$ cat src/rtl/column_prefetch_buffer.sv
// Column prefetch double buffer between texture ROM and strip controller.
// Optional macro COLUMN_PREFETCH_DROP_CNT_EN enables the drop counter.
module column_prefetch_buffer #(
  parameter int LED_COUNT   = 52,
  parameter int TEX_WIDTH   = 64,
  parameter int COL_BITS    = 6,
  parameter int PX_IDX_BITS = 6,
  parameter int DATA_WIDTH  = 24,
  parameter int ADDR_WIDTH  = 17,
  parameter int ROM_LATENCY = 1
) (
  input  logic                   clk,
  input  logic                   reset,
  input  logic [COL_BITS-1:0]    col,
  input  logic [ADDR_WIDTH-1:0]  base_addr,
  output logic [ADDR_WIDTH-1:0]  rom_addr,
  input  logic [DATA_WIDTH-1:0]  rom_data,
  input  logic                   sof,
  input  logic [PX_IDX_BITS-1:0] rd_idx,
  output logic [DATA_WIDTH-1:0]  rd_pixel,
  output logic [COL_BITS-1:0]    front_col,
  output logic                   busy,
  output logic [15:0]            drop_cnt
);

  localparam int FILL_LEN = LED_COUNT + ROM_LATENCY;
  localparam int CW = $clog2(FILL_LEN + 1);

  typedef enum logic [1:0] {
    IDLE,
    FILL,
    READY
  } state_t;

  state_t                 state;
  logic [COL_BITS-1:0]    lat_col;
  logic [ADDR_WIDTH-1:0]  lat_base;
  logic                   first;
  logic                   sel;
  logic                   front_valid;
  logic [CW-1:0]          cnt;
  logic                   chg;
  logic                   start;
  logic                   we;
  logic [CW-1:0]          wr_idx;

  logic [DATA_WIDTH-1:0] buf0 [LED_COUNT];
  logic [DATA_WIDTH-1:0] buf1 [LED_COUNT];

  function automatic logic [ADDR_WIDTH-1:0] addr_of(
    input logic [CW-1:0]         idx,
    input logic [ADDR_WIDTH-1:0] b,
    input logic [COL_BITS-1:0]   c
  );
    logic [ADDR_WIDTH-1:0] row;
    row = ADDR_WIDTH'(idx) * ADDR_WIDTH'(TEX_WIDTH);
    return b + row + ADDR_WIDTH'(c);
  endfunction

  assign chg = (col != lat_col) || (base_addr != lat_base);

  // Decide when a new fill (re)starts and when a ROM word lands in back.
  always_comb begin
    start  = 1'b0;
    we     = 1'b0;
    wr_idx = cnt - CW'(ROM_LATENCY);
    unique case (state)
      IDLE:    start = chg || first;
      FILL:    start = chg;
      READY:   start = chg && !sof;
      default: start = 1'b0;
    endcase
    if (state == FILL && !chg && cnt >= CW'(ROM_LATENCY))
      we = 1'b1;
  end

  // Control FSM: latch request, walk fill addresses, swap on sof.
  always_ff @(posedge clk or posedge reset) begin
    if (reset) begin
      state       <= IDLE;
      rom_addr    <= '0;
      front_col   <= '0;
      busy        <= 1'b0;
      front_valid <= 1'b0;
      lat_col     <= '0;
      lat_base    <= '0;
      first       <= 1'b1;
      sel         <= 1'b0;
      cnt         <= '0;
    end else if (start) begin
      lat_col  <= col;
      lat_base <= base_addr;
      cnt      <= '0;
      rom_addr <= addr_of('0, base_addr, col);
      first    <= 1'b0;
      busy     <= 1'b1;
      state    <= FILL;
    end else begin
      unique case (state)
        FILL: begin
          if (cnt == CW'(FILL_LEN - 1)) begin
            busy  <= 1'b0;
            state <= READY;
          end else begin
            cnt <= cnt + CW'(1);
            if (cnt < CW'(LED_COUNT - 1))
              rom_addr <= addr_of(cnt + CW'(1),
                                  lat_base, lat_col);
          end
        end
        READY: begin
          if (sof) begin
            sel         <= ~sel;
            front_col   <= lat_col;
            front_valid <= 1'b1;
            state       <= IDLE;
          end
        end
        default: state <= state;
      endcase
    end
  end

  // Back-buffer write; sel picks the front, the other array is back.
  always_ff @(posedge clk) begin
    if (we) begin
      if (sel)
        buf0[wr_idx] <= rom_data;
      else
        buf1[wr_idx] <= rom_data;
    end
  end

  // Registered front-buffer read, zero when out of range or empty.
  always_ff @(posedge clk or posedge reset) begin
    if (reset)
      rd_pixel <= '0;
    else if (front_valid &&
             {1'b0, rd_idx} < (PX_IDX_BITS + 1)'(LED_COUNT))
      rd_pixel <= sel ? buf1[rd_idx] : buf0[rd_idx];
    else
      rd_pixel <= '0;
  end

`ifdef COLUMN_PREFETCH_DROP_CNT_EN
  logic drop;
  assign drop = (state == READY) && chg && !sof;

  // Saturating count of ready columns replaced before a swap.
  always_ff @(posedge clk or posedge reset) begin
    if (reset)
      drop_cnt <= '0;
    else if (drop && drop_cnt != 16'hFFFF)
      drop_cnt <= drop_cnt + 16'd1;
  end
`else
  assign drop_cnt = '0;
`endif

endmodule

$ cat config.mk
export PLATFORM = sky130hd
export DESIGN_NAME = column_prefetch_buffer
export DESIGN_NICKNAME = d
export VERILOG_FILES = /design/src/rtl/column_prefetch_buffer.sv
export SDC_FILE = /design/constraint.sdc
export NUM_CORES = 2
export LEC_CHECK = 0
export CAP_MARGIN = 20
export CORE_AREA = 2 2 412 414
export CTS_CLUSTER_DIAMETER = 50
export DETAILED_ROUTE_END_ITERATION = 12
export DIE_AREA = 0 0 414 416
export GPL_TIMING_DRIVEN = 0
export PLACE_DENSITY = 0.76
export SLEW_MARGIN = 10
export SYNTH_ARGS = -nofsm -noshare
export SYNTH_HDL_FRONTEND = slang
export SYNTH_SLANG_ARGS = --single-unit
$ cat constraint.sdc
create_clock -name clk -period 5.8 [get_ports clk]
set_input_delay 0.58 -clock clk [delete_from_list [all_inputs] [get_ports clk]]
set_output_delay 0.58 -clock clk [all_outputs]
set_load 0.05 [all_outputs]
# Yosys cells after proc, flatten, opt, wreduce, memory -nomap -nowiden
# Memory sizes are Yosys's and may differ from the RTL's.
# Cells that the tools add are included.
# totals
wordCells	73
ramBits	2496
output_inout_bits	64
regBits	82
n_memories	2
in_bits	56
# op_classes
n_lt_le_gt_ge	3
n_eq_ne	8
muxes	24
n_addsub	5
bitwise_logic	2
reduce_logical	18
# mem_list
memory	depth	word_bits	read_ports	rd_ports_with_merged_regs	write_ports	line	text
buf0	52	24	1	0	1	47	logic [DATA_WIDTH-1:0] buf0 [LED_COUNT];
buf1	52	24	1	0	1	48	logic [DATA_WIDTH-1:0] buf1 [LED_COUNT];
# op_table
operator	count
$mux W17	4
$mux W24	2
$add A17 B6 Y17	2
$mux W6	3
$add A17 B12 Y17	1
$ne A17 B17 Y1	1
$lt A6 B6 Y1 const B	2
$mux W1	10
$reduce_and A3 Y1	3
$add A6 B1 Y6 const B	1
$eq A6 B6 Y1 const B	1
$ge A6 B1 Y1 const B	1
$mux W2	3
$ne A6 B6 Y1	1
$reduce_bool A2 Y1	3
$sub A6 B1 Y6 const B	1
$logic_and A1 B1 Y1	4
$pmux W2 S2	1
$reduce_and A2 Y1	2
$ne A3 B2 Y1 const B	1
$ne A3 B3 Y1 const B	1
$pmux W1 S3	1
$reduce_bool A3 Y1	1
$eq A2 B1 Y1 const B	1
6 further kinds	9

# Depth between registers and ports, before layout
# logic_depth
depth_word	8
mapped_depth	11
ltp_nobuf	10

# Least setup slack after synthesis
# No wires, ideal clock.
# synth_timing
kind	register to register
start	register cnt[0]
end	memory buf0[0][0] (enable)
path_slack_ns	2.109
setup_time_ns	0.405
arrival_ns	3.286
t_required_ns	5.395
stages_incl_launch_ff	10
n_path_buf	2
period_less_slack_ns	3.691
path_cell_list	dfrtp_1 clkbuf_1 inv_1 ha_1 clkbuf_1 o21ba_2 o32a_1 nor3_1 nand3_1 nor2_1
# synth_via
elab_chain_cells	5
elab_cells_between_ends	6
cone_classes	1 x add/sub; 1 x order compare; 3 x mux; 1 x reduce/logical
# synth_rtl
element	line	text
start, declared	41	logic [CW-1:0] cnt;
start signal, assigned	105	cnt <= cnt + CW'(1);
$ge A6 B1 Y1	73	if (state == FILL && !chg && cnt >= CW'(ROM_LATENCY))
$logic_and A1 B1 Y1	73	
$mux W1	73	
$mux W1	126	if (we) begin
$mux W1 (not written as such)	128	buf0[wr_idx] <= rom_data;
end, declared	47	
# Parallel ways exist; a longest one is shown, timed or not.

# Worst setup path in the final report
# layout_timing
start	register cnt[0]
end	memory buf0[17][14] (enable)
# Same word-level chain as after synthesis.

==> reports/results.tsv <==
metric	value	unit
status	finished with violations	
failed_checks	negative setup slack	
max_fo_critical_path	13	
timing.fmax	171	MHz
routabilityCongestion	1.09	
clock_sink_count	2578	
worstPathArrival	6450	ps
tritoncts_clock_tree	done	
fin_worst_skew	90.2	ps
synth_warnings	0	
clk_path_buf_depth	3	
final_ant_viol_nets	0	
crit_end_category	flip-flop	
final_max_slew_viol_count	0	
synthesis.area_per_instance	22.2	um^2
die_h	416	um
final-hold-violation-count	0	
timing.reg2reg.worst_path_depth	11	
finalWorstSetupSlack	-49.6	ps
hold_slack	61.7	ps
period_share	1.01	
crit_family	simple AND/OR/NAND/NOR gates	
worst_setup_path_start_kind	flip-flop	
syn2layout_area_growth	15.7	%
io_buffer_count	97	
timing.critical_path.required	6400	ps
wl_per_cell	45.0	um
holdPathStages	1	
initial_core_util	0.596	
finalSetupViolCount	57	
cellLeakagePower	0.0367	uW
drv_cap	0	
timing.critical_path.mode_cell	sky130_fd_sc_hd__clkbuf_1	
grt_start_max_net_pins	90	
critical_setup_path_kind	flip-flop to flip-flop	
yosysSeqAreaShare	0.768	
relSlewSlack	0.111	
syn_area	0.100	mm^2
wirelength	336000	um
ys.flop_type	sky130_fd_sc_hd__edfxtp_1	
max_slew.worst_pin.slew	1330	ps
clock-root-buffer	sky130_fd_sc_hd__clkbuf_16	
grt_antenna_before_repair	27	
grtUsageTotal	0.394	
detail_route.first_pass.iterations	7	
clock_insertion_delay_worst_skew	940	ps
post-dp-hpwl	219000	um
synthArstFlopShare	0.0318	
cp_num_buf_inv	4	
wire_length_of_the_first_global_routing_pass	452000	um
routed_via_density	7.52	
dr_total_vias	56200	
cts_made_buffers	241	
layout_min_cycle_time	5850	ps
dpl_worst_slack	208	ps
worst_min_delay_path_class	input port to flip-flop	
crit_slowest_cell	sky130_fd_sc_hd__nor3_1	
num-nets-final	5106	
synth_seq_cells	2578	
synth.distinct_cells	66	
design_area	0.116	mm^2
max-vdd-ir-drop	0.335	mV
synthCells	4512	
fp-row-count	151	
place_area	0.108	mm^2
max_h_tree_level	4	
power_per_cell_area	333	mW/mm^2
core_area	0.168	mm^2
worst_path_clk_slew	70	ps
number_of_global_route_vias_before_repair	54400	
dr.first_iter.drc_count	12000	
grt.overflow.total	0	
critical_path_depth	11	
crit_chain	clkbuf_1, inv_1, ha_1, clkbuf_1, nor4b_1, a21oi_1, nand3b_1, nor3_1, nand3_1, nor2_4, buf_16	
synth-edff-count	2496	
die_area	0.172	mm^2
final_layout_size_suffix_gt1_frac	0.290	
floorplan.io_pins	120	
slowest_delay	990	ps
die_width	414	um
post-route-drc-count	0	
==> state kept, by name (all words and copies together) (netlist names), 2 cells and up <==
register	cells
buf0	1248
buf1	1248
rd_pixel	24
lat_base	17
rom_addr	17
cnt	6
front_col	6
lat_col	6
state	2
==> worst register-to-register path, cell delays in order, from the launching register on <==
cell and delay, ps:
sky130_fd_sc_hd__dfrtp_1 400, sky130_fd_sc_hd__clkbuf_1 600, sky130_fd_sc_hd__inv_1 320, sky130_fd_sc_hd__ha_1 280
sky130_fd_sc_hd__clkbuf_1 210, sky130_fd_sc_hd__nor4b_1 210, sky130_fd_sc_hd__a21oi_1 170, sky130_fd_sc_hd__nand3b_1 220
sky130_fd_sc_hd__nor3_1 990, sky130_fd_sc_hd__nand3_1 930, sky130_fd_sc_hd__nor2_4 900, sky130_fd_sc_hd__buf_16 270
==> repair_timing <==
item | 4_1_cts | 5_1_grt
endpoints found under the hold margin | 15 | 0
setup endpoints to repair | 0 | 25
hold buffers | 1 | 0
resized for setup | 0 | 2
setup buffers | 0 | 3
==> kinds of logic (layout without fill, tap and decap cells) <==
kind of cell	count (synthesis)	count (layout)	synth area share
buf+inv	283	989	0.0147
xor+xnor	59	59	0.00515
flops	2578	2578	0.768
compound gates	302	302	0.0210
fa+ha+maj	24	24	0.00314
mux	784	784	0.167
other cells	1	37	0.0000374
simple gates	481	481	0.0214
==> worst paths after layout <==
kind / slack [ps] / start / endpoint
max in group asynchronous: 4900 / reset / first
worst min register to register: 500 / first / first
worst max register to register: -50 / cnt[0] / buf0[17][14]
worst max-delay path: -50 / cnt[0] / buf0[17][14]
min in group asynchronous: 90 / reset / rd_pixel[0]
worst min-delay path: 60 / rom_data[16] / buf1[2][16]
==> cells in the mapped netlist (all sizes together), types with 3 or more instances <==
cell | n | area share
o32a | 3 | 0.00030
and3 | 11 | 0.00069
nand4 | 6 | 0.00037
o311ai | 3 | 0.00026
o22ai | 49 | 0.0031
a311oi | 10 | 0.00087
nor4 | 9 | 0.00056
mux2 | 11 | 0.0012
inv | 23 | 0.00086
a22o | 6 | 0.00052
nor3b | 4 | 0.00030
dfrtp | 81 | 0.020
a21oi | 37 | 0.0018
or2 | 3 | 0.00019
buf | 183 | 0.011
mux4 | 707 | 0.16
o31ai | 11 | 0.00082
a21o | 8 | 0.00060
o211ai | 8 | 0.00060
nand2 | 155 | 0.0058
ha | 22 | 0.0027
a211o | 3 | 0.00026
o211a | 3 | 0.00030
xor2 | 33 | 0.0029
nand2b | 7 | 0.00044
a211oi | 31 | 0.0023
nor2b | 38 | 0.0024
a2111oi | 5 | 0.00044
a311o | 6 | 0.00060
mux2i | 66 | 0.0066
o21a | 8 | 0.00060
or3 | 6 | 0.00037
a221oi | 24 | 0.0021
xnor2 | 26 | 0.0023
a31oi | 11 | 0.00069
nor3 | 28 | 0.0014
nor2 | 166 | 0.0062
and2 | 6 | 0.00037
o21ai | 44 | 0.0022
clkbuf | 77 | 0.0029
nand3 | 35 | 0.0017
a22oi | 18 | 0.0013
edfxtp | 2496 | 0.75
==> area by class of cell <==
class,instances,area (um^2)
multi-input cells,1666,22700
plain buffers,260,1400
fillers,9797,52100
flip-flops and latches,2578,77000
diodes,21,52.6
clock buffers,295,6250
inverters,23,88.8
repair buffers,256,4290
clock inverters,155,1520
well taps,2218,2780
==> routing by layer <==
metal	global-route usage	vias to the layer above	wire (um)
met2	0.571	5928	147000
met4	0.259	32	28700
li1	-	20100	-
met3	0.166	1441	56300
met1	0.489	28700	104000
met5	0.0178	-	591
==> power by group <==
part | total, uW | switching [uW] | internal [uW]
Sequential | 20500 | 40.0 | 20400
Combinational | 2460 | 1660 | 807
Clock | 15700 | 7230 | 8480
==> cell usage in the layout, fill, tap and decap left out, types with 31 or more instances in the layout <==
cell                              netlist  layout
sky130_fd_sc_hd__o21ai_0               44      44
sky130_fd_sc_hd__mux4_2               707     707
sky130_fd_sc_hd__buf_16                 0      56
sky130_fd_sc_hd__clkbuf_1              77     126
sky130_fd_sc_hd__buf_12                 0      75
sky130_fd_sc_hd__nor2_1               166      62
sky130_fd_sc_hd__a211oi_1              31      31
sky130_fd_sc_hd__clkdlybuf4s50_1        0      73
sky130_fd_sc_hd__buf_1                 35      32
sky130_fd_sc_hd__buf_4                 72      99
sky130_fd_sc_hd__edfxtp_1            2496    2496
sky130_fd_sc_hd__nand3_1               35      35
sky130_fd_sc_hd__mux2i_1               66      66
sky130_fd_sc_hd__clkinv_1               0      51
sky130_fd_sc_hd__clkinv_2               0      51
sky130_fd_sc_hd__buf_2                 68      71
sky130_fd_sc_hd__a21oi_1               37      37
sky130_fd_sc_hd__dfrtp_1               81      81
sky130_fd_sc_hd__o22ai_1               49      49
sky130_fd_sc_hd__nor2_4                 0     104
sky130_fd_sc_hd__nor2b_1               38      38
sky130_fd_sc_hd__nand2_1              155     155
sky130_fd_sc_hd__clkbuf_16              0     242
sky130_fd_sc_hd__xor2_1                33      33
==> metrics by stage <==
step / TNS [ps] / power (uW) / util / cells
6_report: -1360 / 38700 / 0.690 / 7472
5_1_grt: -262 / 39200 / 0.690 / 7454
4_1_cts: 0 / 38400 / 0.689 / 7442
3_5_place_dp: 0 / 23200 / 0.643 / 6991
3_3_place_gp: -2780440 / 23200 / 0.619 / 6842
2_1_floorplan: 0 / 22000 / - / 4527
(Power assumes the default switching activity.)
